$ cat config.mk
export PLATFORM = sky130hd
export DESIGN_NAME = clk_tree_test_sequencer_flat
export DESIGN_NICKNAME = d
export VERILOG_FILES = /design/src/rtl/clk_tree_test_pkg.sv /design/src/rtl/clk_tree_test_sequencer_if.sv /design/src/rtl/sync_2ff.sv /design/src/rtl/clk_tree_test_sequencer.sv /design/src/flat_wrapper.sv
export SDC_FILE = /design/constraint.sdc
export NUM_CORES = 1
export LEC_CHECK = 0
export BUFFER_PORTS_ARGS = -buffer_cell sky130_fd_sc_hd__buf_2
export CAP_MARGIN = 20
export CORE_ASPECT_RATIO = 0.5
export CORE_MARGIN = 8
export CORE_UTILIZATION = 50
export DETAILED_ROUTE_END_ITERATION = 12
export MAX_ROUTING_LAYER = met4
export PLACE_DENSITY = 0.86
export SLEW_MARGIN = 40
export SYNTH_ARGS = -nofsm -noshare
export SYNTH_HDL_FRONTEND = slang
export SYNTH_HIERARCHICAL = 1
export SYNTH_SLANG_ARGS = --single-unit
$ cat constraint.sdc
create_clock -name clk -period 4 [get_ports clk]
set_input_delay 0.4 -clock clk [delete_from_list [all_inputs] [get_ports clk]]
set_output_delay 0.4 -clock clk [all_outputs]
set_load 0.05 [all_outputs]
$ cat src/rtl/clk_tree_test_pkg.sv
// Shared types and constants for the clock-tree test sequencer; no logic, no latency.
// Holds the FSM state encoding, the DUT mode-select codes and the signature width.
package clk_tree_test_pkg;

   localparam int SIG_W = 32;

   localparam logic [1:0] SEL_XOR  = 2'd0;
   localparam logic [1:0] SEL_AND  = 2'd1;
   localparam logic [1:0] SEL_OR   = 2'd2;
   localparam logic [1:0] SEL_ZERO = 2'd3;

   typedef enum logic [2:0] {
      IDLE,
      ASSERT_RST,
      RUN,
      FREEZE,
      SETTLE,
      CAPTURE,
      DONE
   } state_t;

   function automatic logic [SIG_W-1:0] rotl1(input logic [SIG_W-1:0] v);
      return {v[SIG_W-2:0], v[SIG_W-1]};
   endfunction

   function automatic int max3(input int a, input int b, input int c);
      int m;
      m = (a > b) ? a : b;
      return (m > c) ? m : c;
   endfunction

endpackage

$ cat src/rtl/clk_tree_test_sequencer_if.sv
// Control/result bundle between the sequencer (slave) and whoever starts it (master).
// Plain wires, no flow control: start is a level sampled in IDLE, results are pulses.
interface clk_tree_test_sequencer_if #(parameter int WIDTH = 20);
   import clk_tree_test_pkg::*;

   logic             start;
   logic             abort;
   logic [WIDTH-1:0] mux_in;
   logic             dut_clr_n;
   logic             dut_t;
   logic [1:0]       dut_sel;
   logic             busy;
   logic             done;
   logic             sample_valid;
   logic [1:0]       sample_sel;
   logic [WIDTH-1:0] sample_data;
   logic [SIG_W-1:0] signature;
   logic             err;

   modport master (
      output start, abort, mux_in,
      input  dut_clr_n, dut_t, dut_sel, busy, done, sample_valid,
             sample_sel, sample_data, signature, err
   );

   modport slave (
      input  start, abort, mux_in,
      output dut_clr_n, dut_t, dut_sel, busy, done, sample_valid,
             sample_sel, sample_data, signature, err
   );

endinterface

$ cat src/rtl/sync_2ff.sv
// Two-flop synchroniser for a bus that is static whenever it is sampled; 2-cycle latency.
// No backpressure; async active-low reset clears both stages to 0.
module sync_2ff #(
   parameter int WIDTH = 20
) (
   input  logic             clk,
   input  logic             rst_n,
   input  logic [WIDTH-1:0] d,
   output logic [WIDTH-1:0] q
);

   logic [WIDTH-1:0] meta;

   always_ff @(posedge clk or negedge rst_n) begin
      if (!rst_n) begin
         meta <= '0;
         q    <= '0;
      end else begin
         meta <= d;
         q    <= meta;
      end
   end

endmodule

$ cat src/rtl/clk_tree_test_sequencer.sv
// Sequences a toggle-flop DUT: reset, toggle window, freeze, then capture all four sel modes.
// One run per start pulse (ignored while busy); abort returns to IDLE next cycle; no backpressure.
module clk_tree_test_sequencer
   import clk_tree_test_pkg::*;
#(
   parameter int             WIDTH         = 20,
   parameter int             RST_CYCLES    = 4,
   parameter int             RUN_CYCLES    = 16,
   parameter int             SETTLE_CYCLES = 3,
   parameter logic [SIG_W-1:0] SIG_SEED    = 32'h0
) (
   input logic                      clk,
   input logic                      clr_n,
   clk_tree_test_sequencer_if.slave bus
);

   localparam int CW = $clog2(max3(RST_CYCLES, RUN_CYCLES, SETTLE_CYCLES) + 1);
   localparam logic [CW-1:0] RST_LAST    = CW'(RST_CYCLES - 1);
   localparam logic [CW-1:0] RUN_LAST    = CW'(RUN_CYCLES - 1);
   localparam logic [CW-1:0] SETTLE_LAST = CW'(SETTLE_CYCLES - 1);

   state_t           state;
   logic [CW-1:0]    cnt;
   logic [WIDTH-1:0] mux_sync;
   logic             dut_clr_n_q;
   logic             dut_t_q;
   logic [1:0]       dut_sel_q;
   logic             busy_q;
   logic             done_q;
   logic             valid_q;
   logic [1:0]       sample_sel_q;
   logic [WIDTH-1:0] sample_data_q;
   logic [SIG_W-1:0] signature_q;
   logic             err_q;

   sync_2ff #(.WIDTH(WIDTH)) u_sync (
      .clk   (clk),
      .rst_n (clr_n),
      .d     (bus.mux_in),
      .q     (mux_sync)
   );

   always_ff @(posedge clk or negedge clr_n) begin
      if (!clr_n) begin
         state         <= IDLE;
         cnt           <= '0;
         dut_clr_n_q   <= 1'b0;
         dut_t_q       <= 1'b0;
         dut_sel_q     <= SEL_XOR;
         busy_q        <= 1'b0;
         done_q        <= 1'b0;
         valid_q       <= 1'b0;
         sample_sel_q  <= 2'd0;
         sample_data_q <= '0;
         signature_q   <= SIG_SEED;
         err_q         <= 1'b0;
      end else begin
         done_q  <= 1'b0;
         valid_q <= 1'b0;
         if (bus.abort) begin
            // From IDLE only the DUT reset is re-asserted; sel keeps the last run's mode.
            state       <= IDLE;
            cnt         <= '0;
            busy_q      <= 1'b0;
            dut_clr_n_q <= 1'b0;
            dut_t_q     <= 1'b0;
            if (state != IDLE) dut_sel_q <= SEL_XOR;
         end else begin
            case (state)
               IDLE: begin
                  if (bus.start) begin
                     state       <= ASSERT_RST;
                     cnt         <= '0;
                     busy_q      <= 1'b1;
                     signature_q <= SIG_SEED;
                     err_q       <= 1'b0;
                     dut_clr_n_q <= 1'b0;
                     dut_sel_q   <= SEL_XOR;
                  end
               end
               ASSERT_RST: begin
                  if (cnt == RST_LAST) begin
                     cnt         <= '0;
                     state       <= RUN;
                     dut_clr_n_q <= 1'b1;
                     dut_t_q     <= 1'b1;
                  end else begin
                     cnt <= cnt + CW'(1);
                  end
               end
               RUN: begin
                  if (cnt == RUN_LAST) begin
                     cnt     <= '0;
                     state   <= FREEZE;
                     dut_t_q <= 1'b0;
                  end else begin
                     cnt <= cnt + CW'(1);
                  end
               end
               FREEZE: begin
                  if (cnt == SETTLE_LAST) begin
                     cnt   <= '0;
                     state <= SETTLE;
                  end else begin
                     cnt <= cnt + CW'(1);
                  end
               end
               SETTLE: begin
                  if (cnt == SETTLE_LAST) begin
                     cnt   <= '0;
                     state <= CAPTURE;
                  end else begin
                     cnt <= cnt + CW'(1);
                  end
               end
               CAPTURE: begin
                  sample_data_q <= mux_sync;
                  sample_sel_q  <= dut_sel_q;
                  valid_q       <= 1'b1;
                  signature_q   <= rotl1(signature_q) ^ SIG_W'(mux_sync);
                  if (dut_sel_q == SEL_ZERO && mux_sync != '0) err_q <= 1'b1;
                  if (dut_sel_q != SEL_ZERO) begin
                     dut_sel_q <= dut_sel_q + 2'd1;
                     state     <= SETTLE;
                  end else begin
                     state  <= DONE;
                     done_q <= 1'b1;
                  end
               end
               DONE: begin
                  state  <= IDLE;
                  busy_q <= 1'b0;
               end
               default: begin
                  state  <= IDLE;
                  busy_q <= 1'b0;
               end
            endcase
         end
      end
   end

   assign bus.dut_clr_n    = dut_clr_n_q;
   assign bus.dut_t        = dut_t_q;
   assign bus.dut_sel      = dut_sel_q;
   assign bus.busy         = busy_q;
   assign bus.done         = done_q;
   assign bus.sample_valid = valid_q;
   assign bus.sample_sel   = sample_sel_q;
   assign bus.sample_data  = sample_data_q;
   assign bus.signature    = signature_q;
   assign bus.err          = err_q;

endmodule

$ cat src/flat_wrapper.sv
// flat-port wrapper written by rule: the top's interface ports become plain ports
module clk_tree_test_sequencer_flat import clk_tree_test_pkg::*;
#(
   parameter int             WIDTH         = 20,
   parameter int             RST_CYCLES    = 4,
   parameter int             RUN_CYCLES    = 16,
   parameter int             SETTLE_CYCLES = 3,
   parameter logic [SIG_W-1:0] SIG_SEED    = 32'h0
)
  (clk, clr_n, bus_start, bus_abort, bus_mux_in, bus_dut_clr_n, bus_dut_t, bus_dut_sel, bus_busy, bus_done, bus_sample_valid, bus_sample_sel, bus_sample_data, bus_signature, bus_err);
  clk_tree_test_sequencer_if #(.WIDTH(WIDTH)) bus_i ();
  input logic clk;
  input logic clr_n;
  input wire logic [$bits(bus_i.start)-1:0] bus_start;
  input wire logic [$bits(bus_i.abort)-1:0] bus_abort;
  input wire logic [$bits(bus_i.mux_in)-1:0] bus_mux_in;
  output wire logic [$bits(bus_i.dut_clr_n)-1:0] bus_dut_clr_n;
  output wire logic [$bits(bus_i.dut_t)-1:0] bus_dut_t;
  output wire logic [$bits(bus_i.dut_sel)-1:0] bus_dut_sel;
  output wire logic [$bits(bus_i.busy)-1:0] bus_busy;
  output wire logic [$bits(bus_i.done)-1:0] bus_done;
  output wire logic [$bits(bus_i.sample_valid)-1:0] bus_sample_valid;
  output wire logic [$bits(bus_i.sample_sel)-1:0] bus_sample_sel;
  output wire logic [$bits(bus_i.sample_data)-1:0] bus_sample_data;
  output wire logic [$bits(bus_i.signature)-1:0] bus_signature;
  output wire logic [$bits(bus_i.err)-1:0] bus_err;
  assign bus_i.start = bus_start;
  assign bus_i.abort = bus_abort;
  assign bus_i.mux_in = bus_mux_in;
  assign bus_dut_clr_n = bus_i.dut_clr_n;
  assign bus_dut_t = bus_i.dut_t;
  assign bus_dut_sel = bus_i.dut_sel;
  assign bus_busy = bus_i.busy;
  assign bus_done = bus_i.done;
  assign bus_sample_valid = bus_i.sample_valid;
  assign bus_sample_sel = bus_i.sample_sel;
  assign bus_sample_data = bus_i.sample_data;
  assign bus_signature = bus_i.signature;
  assign bus_err = bus_i.err;
  clk_tree_test_sequencer #(.WIDTH(WIDTH), .RST_CYCLES(RST_CYCLES), .RUN_CYCLES(RUN_CYCLES), .SETTLE_CYCLES(SETTLE_CYCLES), .SIG_SEED(SIG_SEED)) u_core (.clk(clk), .clr_n(clr_n), .bus(bus_i));
endmodule
* After elaboration in Yosys (flattened, before gate mapping)
Cells that the tools add are included.
Word-level totals: flip-flop bits (word level) 110, output and inout bits 62, input bits 24, logic and storage cells 96
Cells by class: multiplexer cells 38, add/subtract/negate cells 2, reductions and logical operators 20, bitwise logic cells 2, eq/ne operators 20
Operators with widths (number):
- $pmux 32 s2 | 1
- $mux 32 | 1
- $xor 32x20->32 | 1
- $mux 5 | 5
- $pmux 5 s4 | 1
- $reduce_bool 20->1 | 1
- $mux 3 | 6
- $pmux 3 s6 | 1
- $ne 3x2->1 const B | 5
- $mux 1 | 13
- $reduce_bool 3->1 | 4
- $eq 5x2->1 const B | 2
- $mux 2 | 5
- $reduce_and 3->1 | 3
- $pmux 1 s2 | 4
- $reduce_and 4->1 | 2
- $eq 3x2->1 const B | 2
- $eq 3x3->1 const B | 2
- $ne 2x1->1 const B | 3
- $reduce_and 2->1 | 3
- $add 5x1->5 const B | 1
- $eq 5x4->1 const B | 1
- $reduce_and 5->1 | 1
- $reduce_bool 5->1 | 1
- other kinds (12) | 13

* Longest topological paths before layout
depth in word-level cells 4, gate-level depth with buffers 9, depth with buffers taken out 9

* Modules after synthesis
The synthesis kept the hierarchy.
By module, submodules not included:
- clk_tree_test_sequencer | area an instance 3250.6 um^2, times used 1, cells an instance 299, seq. area each 1751.7 um^2
- sync_2ff | area an instance 1001.0 um^2, times used 1, cells an instance 40, seq. area each 1001.0 um^2

* Worst setup path before layout
OpenSTA, ideal clock, no wires.
path kind flip-flop to flip-flop, from register u_core.cnt[0], to register u_core.cnt[2], data required time 3936 ps, cell stages (with the launch flop) 10, setup slack 1900 ps, library setup time 64 ps, arrival 2036 ps, buffers on the path 0, period minus slack after synthesis 2100 ps, cell sequence dfrtp_1 ha_1 nand3_1 inv_1 ha_1 and2b_4 a2111oi_2 o31ai_2 nor4b_1 a21o_1
Between the ends: longest elaborated chain between the ends 4, elaborated cells on any way between the ends 9, those cells by class add/sub (1); eq/ne (3); mux (5)
Ends and longest elaborated chain:
- start: declaration | RTL line clk_tree_test_sequencer.sv:23 | logic [CW-1:0] cnt;
- start signal: assignment | RTL line clk_tree_test_sequencer.sv:88 | cnt <= cnt + CW'(1);
- start signal: assignment | RTL line clk_tree_test_sequencer.sv:97 | cnt <= cnt + CW'(1);
- start signal: assignment | RTL line clk_tree_test_sequencer.sv:105 | cnt <= cnt + CW'(1);
- $add 5x1->5 (tied with other cells)
- $mux 5 (on tied branches)
- $pmux 5 s4 (*) | RTL line clk_tree_test_sequencer.sv:69 | case (state)
- $mux 5 (*) | RTL line clk_tree_test_sequencer.sv:60 | if (bus.abort) begin
Mark *: on every way between the ends. The rest lies on a longest branch, timed or not. A chain may end at the register's enable or synchronous reset.

* Final worst setup path
from register u_core.state[2], to register u_core.err_q, in the netlist u_core/bus.err
Between the ends: longest elaborated chain between the ends 3, elaborated cells on any way between the ends 7, those cells by class eq/ne (3); mux (1); reduce/logical (3)
Ends and longest elaborated chain:
- start: declaration | RTL line clk_tree_test_sequencer.sv:22 | state_t state;
- start signal: assignment | RTL line clk_tree_test_sequencer.sv:45 | state <= IDLE;
- start signal: assignment | RTL line clk_tree_test_sequencer.sv:62 | state <= IDLE;
- start signal: assignment | RTL line clk_tree_test_sequencer.sv:72 | state <= ASSERT_RST;
- $eq 3x3->1 / $logic_not 3->1 (equally long branches) | RTL line clk_tree_test_sequencer.sv:69
- $ne 2x1->1 (no source line) (tied with other cells)
- $reduce_and 4->1 (no source line)
- end signal: assignment | RTL line clk_tree_test_sequencer.sv:56 | err_q <= 1'b0;
- end signal: assignment | RTL line clk_tree_test_sequencer.sv:76 | err_q <= 1'b0;
- end signal: assignment | RTL line clk_tree_test_sequencer.sv:121 | if (dut_sel_q == SEL_ZERO && mux_sync != '0) err_q <= 1'b1;
- end: declaration | RTL line clk_tree_test_sequencer.sv:34 | logic err_q;
Several ways; a longest one is shown, not always the timed one.

==> metrics.md <==
| Metric | Value |
|---|---|
| Signal arrival time at the worst endpoint | `2760 ps` |
| Via count of the first global-routing pass | `2945` |
| Layout Skew | `3.939 ps` |
| Clock network latency to the later pin of the worst-skew pair | `340 ps` |
| H-tree depth reported by CTS | `3` |
| Reg-to-reg setup timing slack | `1500 ps` |
| Slew Viols, Final | `0` |
| Routed vias/inst | `5.266` |
| Overall Power | `2234 uW` |
| Core area | `0.008115 mm2` |
| Routability cong. | `0.8132` |
| Leakage power total | `0.002504 uW` |
| Final setup violation count | `0` |
| Net count reported at finish | `452` |
| Number of buffers added by the clock tree synthesis step | `9` |
| Count of boundary I/O pins | `86` |
| Synthesis-to-layout area growth | `20.25%` |
| Dpl cell area | `0.004768 mm2` |
| Number of standard-cell rows in the floorplan | `23` |
| Power density cells | `436.9 mW/mm2` |
| Number of antenna violations at the first check in global routing | `0` |
| Peak clock frequency supported by timing | `0.4001 GHz` |
| Dpl hpwl | `6433 um` |
| Max-capacitance violation count | `0` |
| Die Width | `146.4 um` |
| Largest net degree at the start of global routing | `87` |
| Yosys Warn Count | `6` |
| Number of violations reported at the end of detailed-routing iteration 0 | `286` |
| Gates resized, CTS repair | `0` |
| Chip height | `81.21 um` |
| Number of cells after detailed placement | `523` |
| Via total after detailed routing | `2833` |
| Setup crit end kind | `register` |
| Max rail drop VDD | `287.1 uV` |
| Share of flip-flops with an asynchronous set or reset after synthesis | `100.0%` |
| Synthesis-stage register bit count | `110` |
| Clock slew seen by the registers of the worst setup and hold paths | `70 ps` |
| Sum of routed wire length over all layers | `9378 um` |
| Number of diodes added for antenna fixing | `0` |
| Worst-path maximum fanout | `21` |
| Maximum buffer depth of the clock tree | `2` |
| Area enclosed by the die boundary | `0.01189 mm2` |
| CTS tree | `yes` |
| Count of final hold-check violations | `0` |
| Slowest stage cell on the critical path | `dfrtp_1` |
| Reg2reg path depth | `7` |
| Result of the run | `finished clean` |
| Fraction of layout instances using a drive strength above 1 | `31.69%` |
| Share of the cycle needed by the critical path after routing | `62.49%` |
| Type of the setup path with the least slack | `reg2reg` |
| Max transition margin | `50.25%` |
| Clock Sinks | `110` |
| Shortest clock period the worst path allows after layout | `2499 ps` |
| Highest cell delay on the worst timing path | `640 ps` |
| Initial Util | `52.39%` |
| Overall routing resource usage | `16.61%` |
| Average cell area after synthesis | `12.54 um2` |
| Type of the worst min-delay path | `in2async` |
| Number of unique standard cell types used by synthesis | `43` |
| Leading cell types in the layout, fill and taps excluded | `dfrtp_1 (110), buf_2 (84), nand2_1 (51)` |
| EDFF count, synth | `0` |
| Cell-by-cell listing of the critical path | `nand3b_1 -> buf_4 -> nor2_2 -> buf_4 -> and2_1 -> a21oi_1 -> a31oi_1` |
| Antenna-violating nets left | `0` |
| Root Buffer | `clkbuf_16` |
| # DRC | `0` |
| Length of the first detailed-routing pass in iterations | `4` |
| Required time worst endpoint | `4260 ps` |
| Slew at the pin with the worst max-slew slack | `743.6 ps` |
| End of the worst register-to-register path | `u_core/bus.err$_DFFE_PN0P_` |
| Type of origin of the critical path | `register` |
| Sequential fraction of the synthesis area | `64.74%` |
| Worst setup startpoint | `u_core/state[2]$_DFFE_PN0P_` |
| Number of buffers inserted to repair setup after CTS | `0` |
| Setup TNS | `0 ps` |
| Most used flip-flop cell after synthesis | `dfrtp_1` |
| Most common cell after layout, fill and taps aside | `dfrtp_1` |
| Routed wire per std cell | `17.43 um` |
| Global-route wire length before repair | `15080 um` |
| Post-Synthesis Cell Area | `0.004252 mm2` |
| Hold buffer count at cts | `0` |
| Net count after synthesis | `368` |
| Design Area, Final | `0.005112 mm2` |
| Most common cell on crit path | `buf_4` |
| Remaining global-route overflow | `0` |
| Gate count after technology mapping | `339` |
| Number of standard cells in the final layout excluding fillers | `538` |
| Number of buffers added on ports | `85` |
| Setup repair after global routing missed its margin | `false` |
| Worst R2R Start | `u_core/state[2]$_DFFE_PN0P_` |
| Worst Hold Slack | `95.20 ps` |
==> worst max path at each step <==
stage / end / slack (ps) / cells past startpoint
CTS: u_core/bus.signature[3]$_DFFE_PN0P_ / 1530 / 6
floorplan: u_core/cnt[2]$_DFFE_PN0P_ / 1900 / 9
global route: u_core/bus.err$_DFFE_PN0P_ / 1310 / 7
finish: u_core/bus.err$_DFFE_PN0P_ / 1500 / 7
global placement: u_core/bus.sample_data[1]$_DFFE_PN0P_ / 1730 / 5
detailed placement: u_core/bus.err$_DFFE_PN0P_ / 1600 / 7
==> synth_stat cells (all sizes together), types with 6 or more instances <==
cell,n,share of area [%]
dfrtp,110,65
nand2,51,4.5
mux2,22,5.8
o31ai,21,3.8
xnor2,21,4.3
o21ai,19,2.2
nor2,12,1.1
buf,10,1.2
a21oi,9,1.1
nand3,8,0.94
clkbuf,6,0.77
inv,6,0.53
==> metal layers <==
metal	GRT usage, %	share of wire (%)	vias to the layer above
li1	-	-	1339
met5	-	0	-
met2	28.12	53	65
met4	5.810	0.95	0
met3	4.656	4.7	6
met1	19.05	42	1423
==> cells by family after synthesis <==
| logic type | synth area share (%) |
|---|---|
| buffers and inverters | 2.531 |
| multiplexers | 6.533 |
| flip-flops | 64.74 |
| AND/OR/NAND/NOR | 10.59 |
| adder cells (fa/ha/maj) | 1.471 |
| XOR/XNOR | 4.326 |
| AO/OA/AOI/OAI | 9.800 |
==> cell type report <==
cell class              count  area, um2
repair buffers             89      471.7
inverters                   6      22.52
clock buffers              10      229.0
fillers                   586       3003
multi-input cells         207       1399
well taps                 112      140.1
flip-flops and latches    110       2753
clock inverters             4      97.59
==> sequential cells by signal, indices dropped and copies added, names as in the netlist <==
signal,count
u_core/state,3
u_core/bus.sample_sel,2
u_core/bus.sample_valid,1
u_core/bus.done,1
u_core/bus.sample_data,20
u_core/bus.dut_sel,2
u_core/u_sync/meta,20
u_core/bus.err,1
u_core/cnt,5
u_core/bus.busy,1
u_core/bus.dut_clr_n,1
u_core/u_sync/q,20
u_core/bus.dut_t,1
u_core/bus.signature,32
==> where the power goes <==
part	leakage, uW	internal, uW	total (uW)	switching, uW
clock	0.000155	605	969	364
sequential	0.00144	1140	1160	21.0
combinational	0.000910	32.5	105	72.9
==> worst max-delay path: cells and delay by family, from the launching register on <==
| kind | cells | cell delay [ps] |
|---|---|---|
| DFF | 1 | 640 |
| and+or+nand+nor | 3 | 920 |
| buffers and inverters | 2 | 620 |
| AOI/OAI and AO/OA | 2 | 220 |
==> stage by stage <==
step / worst slack (ps) / utilization [%]
floorplan: 1900 / -
global placement: 1728 / 58.71
detailed placement: 1596 / 58.76
CTS: 1528 / 62.78
global route: 1306 / 63.00
finish: 1501 / 63.00
Power figures use the tool's default switching activity.
